<file path="src/rtl/control_logic_core.sv">
// Pipeline control decode: PC select, operand forwarding/selects, ALU op and decode squash.
// Optional macro WB2D_FWD_EN enables writeback-to-decode forwarding (wb2d_a/wb2d_b).
module control_logic_core (
  input  logic        clk,
  input  logic        rst_n,
  input  logic [31:0] inst_fd,
  input  logic [31:0] inst_x,
  input  logic [31:0] inst_mw,
  input  logic        brlt,
  input  logic        breq,
  output logic [1:0]  pc_sel,
  output logic        is_j_or_b,
  output logic        wb2d_a,
  output logic        wb2d_b,
  output logic        brun,
  output logic [1:0]  asel,
  output logic [1:0]  bsel,
  output logic [3:0]  alu_sel,
  output logic        kill_fd
);

  localparam logic [6:0] OP_R      = 7'b0110011;
  localparam logic [6:0] OP_I      = 7'b0010011;
  localparam logic [6:0] OP_LOAD   = 7'b0000011;
  localparam logic [6:0] OP_STORE  = 7'b0100011;
  localparam logic [6:0] OP_BRANCH = 7'b1100011;
  localparam logic [6:0] OP_JAL    = 7'b1101111;
  localparam logic [6:0] OP_JALR   = 7'b1100111;
  localparam logic [6:0] OP_LUI    = 7'b0110111;
  localparam logic [6:0] OP_AUIPC  = 7'b0010111;

  localparam logic [1:0] PC_JAL   = 2'd0;
  localparam logic [1:0] PC_ALU   = 2'd1;
  localparam logic [1:0] PC_PLUS4 = 2'd2;

  localparam logic [3:0] ALU_ADD   = 4'b0000;
  localparam logic [3:0] ALU_PASSB = 4'b1111;

`ifdef WB2D_FWD_EN
  localparam logic WB2D_EN = 1'b1;
`else
  localparam logic WB2D_EN = 1'b0;
`endif

  function automatic logic writes_rd(input logic [31:0] inst);
    return (inst[6:0] != OP_STORE) && (inst[6:0] != OP_BRANCH) && (inst[11:7] != 5'd0);
  endfunction

  function automatic logic uses_rs1(input logic [31:0] inst);
    return (inst[6:0] != OP_LUI) && (inst[6:0] != OP_AUIPC) && (inst[6:0] != OP_JAL);
  endfunction

  function automatic logic uses_rs2(input logic [31:0] inst);
    return (inst[6:0] == OP_R) || (inst[6:0] == OP_STORE) || (inst[6:0] == OP_BRANCH);
  endfunction

  // Reserved branch funct3 codes (010/011) are treated as not taken.
  function automatic logic br_taken(input logic [2:0] f3, input logic lt, input logic eq);
    logic t;
    case (f3)
      3'b000:  t = eq;
      3'b001:  t = !eq;
      3'b100:  t = lt;
      3'b101:  t = !lt;
      3'b110:  t = lt;
      3'b111:  t = !lt;
      default: t = 1'b0;
    endcase
    return t;
  endfunction

  function automatic logic [3:0] alu_op(input logic [31:0] inst);
    logic [3:0] op;
    case (inst[6:0])
      OP_R:    op = {inst[30], inst[14:12]};
      OP_I:    op = {(inst[14:12] == 3'b101) ? inst[30] : 1'b0, inst[14:12]};
      OP_LUI:  op = ALU_PASSB;
      default: op = ALU_ADD;
    endcase
    return op;
  endfunction

  logic [6:0] x_op;
  logic       x_is_br;
  logic       mw_wr;
  logic       kill_fd_d;
  logic       kill_fd_q;

  assign x_op    = inst_x[6:0];
  assign x_is_br = (x_op == OP_BRANCH);
  assign mw_wr   = writes_rd(inst_mw);

  // Execute-stage redirect outranks a decode-stage jal.
  always_comb begin
    pc_sel = PC_PLUS4;
    if ((x_op == OP_JALR) || (x_is_br && br_taken(inst_x[14:12], brlt, breq))) begin
      pc_sel = PC_ALU;
    end else if (inst_fd[6:0] == OP_JAL) begin
      pc_sel = PC_JAL;
    end else begin
      pc_sel = PC_PLUS4;
    end
  end

  assign is_j_or_b = x_is_br || (x_op == OP_JAL) || (x_op == OP_JALR);
  assign brun      = x_is_br && (inst_x[14:13] == 2'b11);

  assign wb2d_a = WB2D_EN && mw_wr && uses_rs1(inst_fd) && (inst_mw[11:7] == inst_fd[19:15]);
  assign wb2d_b = WB2D_EN && mw_wr && uses_rs2(inst_fd) && (inst_mw[11:7] == inst_fd[24:20]);

  assign asel[1] = mw_wr && uses_rs1(inst_x) && (inst_mw[11:7] == inst_x[19:15]);
  assign asel[0] = (x_op == OP_AUIPC) || x_is_br || (x_op == OP_JAL);
  assign bsel[1] = mw_wr && uses_rs2(inst_x) && (inst_mw[11:7] == inst_x[24:20]);
  assign bsel[0] = (x_op != OP_R);
  assign alu_sel = alu_op(inst_x);

  assign kill_fd_d = (pc_sel != PC_PLUS4);

  // Squash flag for the instruction entering decode next cycle.
  always_ff @(posedge clk) begin
    if (!rst_n) begin
      kill_fd_q <= 1'b0;
    end else begin
      kill_fd_q <= kill_fd_d;
    end
  end

  assign kill_fd = kill_fd_q;

endmodule

</file>
<file path="config.mk">
export PLATFORM = sky130hd
export DESIGN_NAME = control_logic_core
export DESIGN_NICKNAME = d
export VERILOG_FILES = /design/src/rtl/control_logic_core.sv
export SDC_FILE = /design/constraint.sdc
export NUM_CORES = 1
export LEC_CHECK = 0
export ABC_AREA = 1
export CAP_MARGIN = 20
export CORE_MARGIN = 4
export CORE_UTILIZATION = 17
export CTS_CLUSTER_DIAMETER = 50
export DETAILED_ROUTE_END_ITERATION = 6
export PLACE_DENSITY = 0.79
export SYNTH_ARGS = -nofsm -noshare
export SYNTH_HDL_FRONTEND = slang
export SYNTH_SLANG_ARGS = --single-unit
</file>
<file path="constraint.sdc">
create_clock -name clk -period 1.3 [get_ports clk]
set_clock_uncertainty 0.05 [all_clocks]
set_input_delay 0.325 -clock clk [delete_from_list [all_inputs] [get_ports clk]]
set_output_delay 0.325 -clock clk [all_outputs]
set_load 0.02 [all_outputs]
</file>
==> run metrics, run 1 <==
Final Non-Filler Cells=201; # diodes=0; Lkg Pwr=0.700 nW; Critical Path Start Type=input pin; power consumption=0.363 mW; placed cell count=195; die span in x=62.5 um; WL final=2280 um; DRT iter0 DRCs=25; #FFs+latches synth=1; die area=3900 sq um; NumNets Final=272; Worst Hold Path EP=kill_fd; power per cell area=254 nW/um^2; Area Growth Syn to Fin=183%; Max Cap Viol=0; mapped cell area=504 sq um; status=finished with violations; Boundary Pins=115; Yosys cell types=20; Die Height=62.5 um; Starting Density=18.0%; final instance area=1430 sq um; DRC Markers=0; via count=844; Worst Setup End Kind=output pin; max reg flops=1; routability cong.=0.777; most used cell along the critical path=nor2_4; Crit-path slowest cell=nor2_4; Slew Limit Fails=0; hold_sp=rst_n; Final Hold Fails=0; post-route minimum period=1.54 ns; first-pass GRT wire length=3800 um; CP max FO=4; total iterations of the first detailed-routing run=3; largest net degree at the start of global routing=6; period utilization=119%; final core occ=50.8%; Worst Hold Depth=3; Core ar.=2810 sq um; Synth Warn #=0; RSZ-0062 raised after global routing=true; DP Area=1290 sq um; DP HPWL=1810 um; critical path class=in2out; total grt overflow=0; Avg Inst Size Synth=5.04 sq um; CP required=0.93 ns; crit path cell chain=buf_8 -> nor2_4 -> nand2_8 -> nor2_4 -> nor2_4 -> o21ai_2 -> buf_6; Seq/Total Area, Yosys=3.97%; Vias per Instance=4.20; failing checks=setup timing; Min-Delay Path Class=in2reg; FMAX=0.648 GHz; setup violators final=11; vias in the first global route=861; Cell Rows=19; worst slack at placement=-1.17 ns; Crit path largest cell delay=0.17 ns; # port buffers=55; DR WL/cell=11.4 um; Mapped Cells=100; fill cell count=291; layout cell share with drive strength beyond 1=52.9%; setup slack after layout=-0.244 ns; GRT Overall Usage=11.0%; Arrival @ worst endpoint=1.17 ns; ANT nets after route=0; initial antenna violation count=0; CTS clk-pin slew, worst paths=0 ns; Max rail drop VDD=0.0881 mV
==> repair_timing <==
action | in CTS | in global routing
hold buffers | 0 | 0
pin swaps | 47 | 37
gates cloned | 0 | 0
endpoints found under the setup margin | 13 | 13
setup buffers | 4 | 3
resized for setup | 187 | 46
==> layout make-up <==
class,instances,area (sq um),share of cell area (%)
tap,31,38.8,2.72
timing repair buffer,71,656,46.0
multi-input combinational,82,627,43.9
sequential,1,20.0,1.40
inverter,16,85.1,5.96
==> worst max path at each step <==
stage | cells past startpoint | endpoint | slack (ns) | startpoint
floorplan | 5 | alu_sel[1] | -0.03 | inst_x[6]
global placement | 6 | alu_sel[0] | -1.17 | inst_x[4]
detailed placement | 6 | alu_sel[0] | -1.17 | inst_x[4]
CTS | 8 | alu_sel[1] | -0.29 | inst_x[6]
global route | 7 | asel[1] | -0.28 | inst_mw[5]
finish | 7 | alu_sel[1] | -0.24 | inst_x[2]
==> Yosys cell counts, drive strengths merged <==
library cell,n,share of area (%)
buf,2,3.0
nor3,5,5.0
xor2,4,6.9
nand2,28,22
xnor2,6,10
conb,1,0.74
a21oi,1,0.99
inv,16,12
nand3b,1,1.5
nor4,1,1.2
nand4,2,2.5
nand3,8,8.9
o21ai,4,4.0
dfxtp,1,4.0
o211ai,1,1.5
nor2,19,16
==> through the flow <==
step	setup TNS, ns	hold slack, ns
final	-2.11	0.825
after global routing	-2.65	0.879
after CTS	-2.56	0.817
after detailed placement	-13.80	0.815
after global placement	-13.75	0.809
after floorplan	-0.0606	0.373
==> metal layers <==
layer	wire, um	track usage, %	part of all wire [%]
met4	21	0.551	0.92
met3	128	1.80	5.6
met5	0	0	0
met1	855	13.3	37
met2	1280	21.2	56
==> cell usage in the layout (no fill, tap or decap), drive strengths merged, types with 4 or more instances in the layout <==
cell type	n
nor3	5
dlygate4sd2	13
xor2	4
nand2	28
nor2	19
buf	42
o21ai	4
nand3	8
inv	16
clkdlybuf4s50	4
clkbuf	9
xnor2	6
==> worst max-delay path, delay by kind of cell <==
family / cells / cell delay [ns]
buf+inv: 2 / 0.25
compound gates: 1 / 0.14
simple gates: 4 / 0.46
==> kinds of logic (layout without fill, tap and decap cells) <==
logic type | after synthesis | in the layout | share of synthesized area (%)
AO/OA/AOI/OAI | 6 | 6 | 6.45
XOR/XNOR | 10 | 10 | 17.4
buffers and inverters | 18 | 87 | 14.9
flip-flops | 1 | 1 | 3.97
other | 1 | 2 | 0.744
AND/OR/NAND/NOR | 64 | 64 | 56.6
==> where the power goes <==
group          switching (mW)  internal [mW]  leakage [nW]  total [mW]
clock                       0              0             0           0
sequential          0.0000553         0.0316       0.00806      0.0316
combinational           0.154          0.177         0.692       0.331
Note: power is estimated with default switching activity, not from simulation.
==> run 2: changes to the inputs <==
--- a/config.mk
+++ b/config.mk
@@ -5,13 +5,12 @@
 export SDC_FILE = /design/constraint.sdc
 export NUM_CORES = 1
 export LEC_CHECK = 0
-export ABC_AREA = 1
 export CAP_MARGIN = 20
 export CORE_MARGIN = 4
-export CORE_UTILIZATION = 17
+export CORE_UTILIZATION = 16
 export CTS_CLUSTER_DIAMETER = 50
 export DETAILED_ROUTE_END_ITERATION = 6
-export PLACE_DENSITY = 0.79
+export PLACE_DENSITY = 0.78
 export SYNTH_ARGS = -nofsm -noshare
 export SYNTH_HDL_FRONTEND = slang
 export SYNTH_SLANG_ARGS = --single-unit
==> run 2 against run 1 <==
The run still ends with setup timing left. Area after synthesis shrank 5.7%. Via count grew 0.59%. Flip-flop and latch count is the same. Sequential power is essentially flat. Die area grew 0.16%. Worst hold slack gained 0.0074 ns. Routed wire length grew 9.6%. Critical path depth shrank 2. First-iteration DRC count shrank 76%. Total power grew 10%. Combinational power grew 11%. Global-route usage grew 1.5 points. Largest power group unchanged.
==> run metrics, run 2 <==
Sw Ratio=39.0%; NumNets Final=250; XOR/XNOR Fraction of Synth Area=23.9%; max reg flops=1; period utilization=134%; RSZ-0062 raised after global routing=true; Seq/Total Area, Yosys=4.21%; CP max FO=2; CTS clk-pin slew, worst paths=0 ns; ys flop type=dfxtp_1; Net Switching=0.156 mW; post-route minimum period=1.74 ns; Simple-Gate Fraction of Synth Area=42.6%; DRT iter0 DRCs=6; Crit-path slowest cell=or4b_4; status=finished with violations; via count=849; share of power burned in combinational logic=92.1%; largest net degree at the start of global routing=7; CP required=0.93 ns; Synth Warn #=0; total iterations of the first detailed-routing run=3; die span in x=62.5 um; largest area contributor in the netlist=xnor2_1; internal power=0.244 mW; top cell type's share of synthesized area=18.4%; Boundary Pins=115; vias in the first global route=949; Vias per Instance=4.74; DP HPWL=2110 um; setup violators final=13; Starting Density=16.9%; Die Height=62.5 um; Arrival @ worst endpoint=1.37 ns; Worst Hold Depth=3; Avg Inst Size Synth=7.20 sq um; most common cell after layout, fill and taps aside=buf_6; mapped cell area=475 sq um; hold slack final=0.833 ns; fill cell count=270; multi-input logic area=638 sq um; Clk pwr share=0%; #FFs+latches synth=1; Crit path largest cell delay=0.54 ns; crit path cell chain=buf_6 -> or4b_4 -> o22ai_4 -> nor4_2 -> buf_4; Min-Delay Path Class=in2reg; initial antenna violation count=0; Synth top cells by count=10 x xnor2_1, 7 x nand2_1, 5 x a21oi_1; Mapped Cells=66; FMAX=0.574 GHz; Max Cap Viol=0; worst slack at placement=-1.20 ns; final core occ=52.5%; Final Hold Fails=0; die area=3910 sq um; # diodes=0; failing checks=setup timing; largest family of logic cells by synthesized area=simple AND/OR/NAND/NOR gates; Final Non-Filler Cells=179; first-pass GRT wire length=4110 um; multiplexer share of the synthesized area=0%; Synth Area in Compound Gates=20.5%; critical path class=in2out; setup slack after layout=-0.442 ns; GRT Overall Usage=12.5%; placed cell count=173; ANT nets after route=0; # port buffers=55; layout cell share with drive strength beyond 1=64.9%; total grt overflow=0; cell with the most instances after synthesis=xnor2_1; Core ar.=2810 sq um; Yosys cell types=33; WL final=2500 um; Worst Setup End Kind=output pin; Synth area leaders=xnor2_1 18%, nand2_1 5.5%, xor2_1 5.5%; routability cong.=0.719; Slew Limit Fails=0; Lkg Pwr=0.654 nW; power per cell area=271 nW/um^2; most frequent cells in the layout=25 x buf_6, 19 x buf_4, 17 x dlygate4sd2_1; post-synthesis adder-cell area fraction=0%; Critical Path Start Type=input pin; Flop pwr share=7.9%; DRC Markers=0; power consumption=0.399 mW; ys async rst share=0%; Area Growth Syn to Fin=209%; DR WL/cell=14.0 um; Max rail drop VDD=0.136 mV; Post-synth EDFFs=0; Cell Rows=19; Storage cell area=20.0 sq um
-- run 2: cell type report --
class | instances | share of cell area, %
flip-flops and latches | 1 | 1.36
inverters | 3 | 1.28
repair buffers | 84 | 51.4
well taps | 31 | 2.64
multi-input cells | 60 | 43.4
-- run 2: per-stage QoR --
step / cell area (sq um) / setup TNS [ns]
after floorplan: 588 / -0.939
after global placement: 1320 / -13.78
after detailed placement: 1320 / -14.11
after CTS: 1460 / -3.10
after global routing: 1470 / -3.57
final: 1470 / -3.11
-- run 2: power groups by stage --
stage / clock network [mW] / registers [mW] / logic (mW)
final: 0 / 0.0316 / 0.368
after global routing: 0 / 0.0316 / 0.394
after CTS: 0 / 0.0316 / 0.364
after detailed placement: 0 / 0.0316 / 0.336
after global placement: 0 / 0.0316 / 0.329
after floorplan: 0 / 0.0319 / 0.122
-- run 2: logic make-up after synthesis --
| kind of cell | count (synthesis) |
|---|---|
| AO/OA/AOI/OAI | 13 |
| XOR/XNOR | 13 |
| buffers and inverters | 6 |
| flip-flops | 1 |
| other | 1 |
| AND/OR/NAND/NOR | 32 |
-- run 2: critical path: cells and delay by family --
family / cells / cell delay (ns)
simple gates: 2 / 0.60
compound gates: 1 / 0.20
buf+inv: 2 / 0.25
-- run 2: final timing paths --
check	to	startpoint
setup / recovery	asel[1]	inst_mw[4]
hold / removal	kill_fd	rst_n
-- run 2: repair_timing --
| item | CTS | global route |
|---|---|---|
| hold buffers | 0 | 0 |
| gates cloned | 0 | 0 |
| endpoints found under the setup margin | 13 | 13 |
| gates resized for setup | 211 | 5 |
| setup buffers | 9 | 1 |
| pin swaps | 43 | 9 |
-- run 2: layer usage --
layer  wire length, um  share of wire [%]  vias to the layer above  track usage (%)
li1                  -                  -                      408                -
met1               838                 33                      390             11.4
met2              1370                 55                       47             26.8
met3               248                9.9                        4             3.42
met4                48                1.9                        0             2.20
met5                 0                  0                        -                0
==> run 3: changes to the inputs <==
--- a/config.mk
+++ b/config.mk
@@ -5,11 +5,12 @@
 export SDC_FILE = /design/constraint.sdc
 export NUM_CORES = 1
 export LEC_CHECK = 0
-export CAP_MARGIN = 20
+export CAP_MARGIN = 0
 export CORE_MARGIN = 4
 export CORE_UTILIZATION = 16
 export CTS_CLUSTER_DIAMETER = 50
 export DETAILED_ROUTE_END_ITERATION = 6
+export GPL_TIMING_DRIVEN = 1
 export PLACE_DENSITY = 0.78
 export SYNTH_ARGS = -nofsm -noshare
 export SYNTH_HDL_FRONTEND = slang
==> results of run 3 <==
No change in the layout: final DEF, timing and power equal those of run 2.
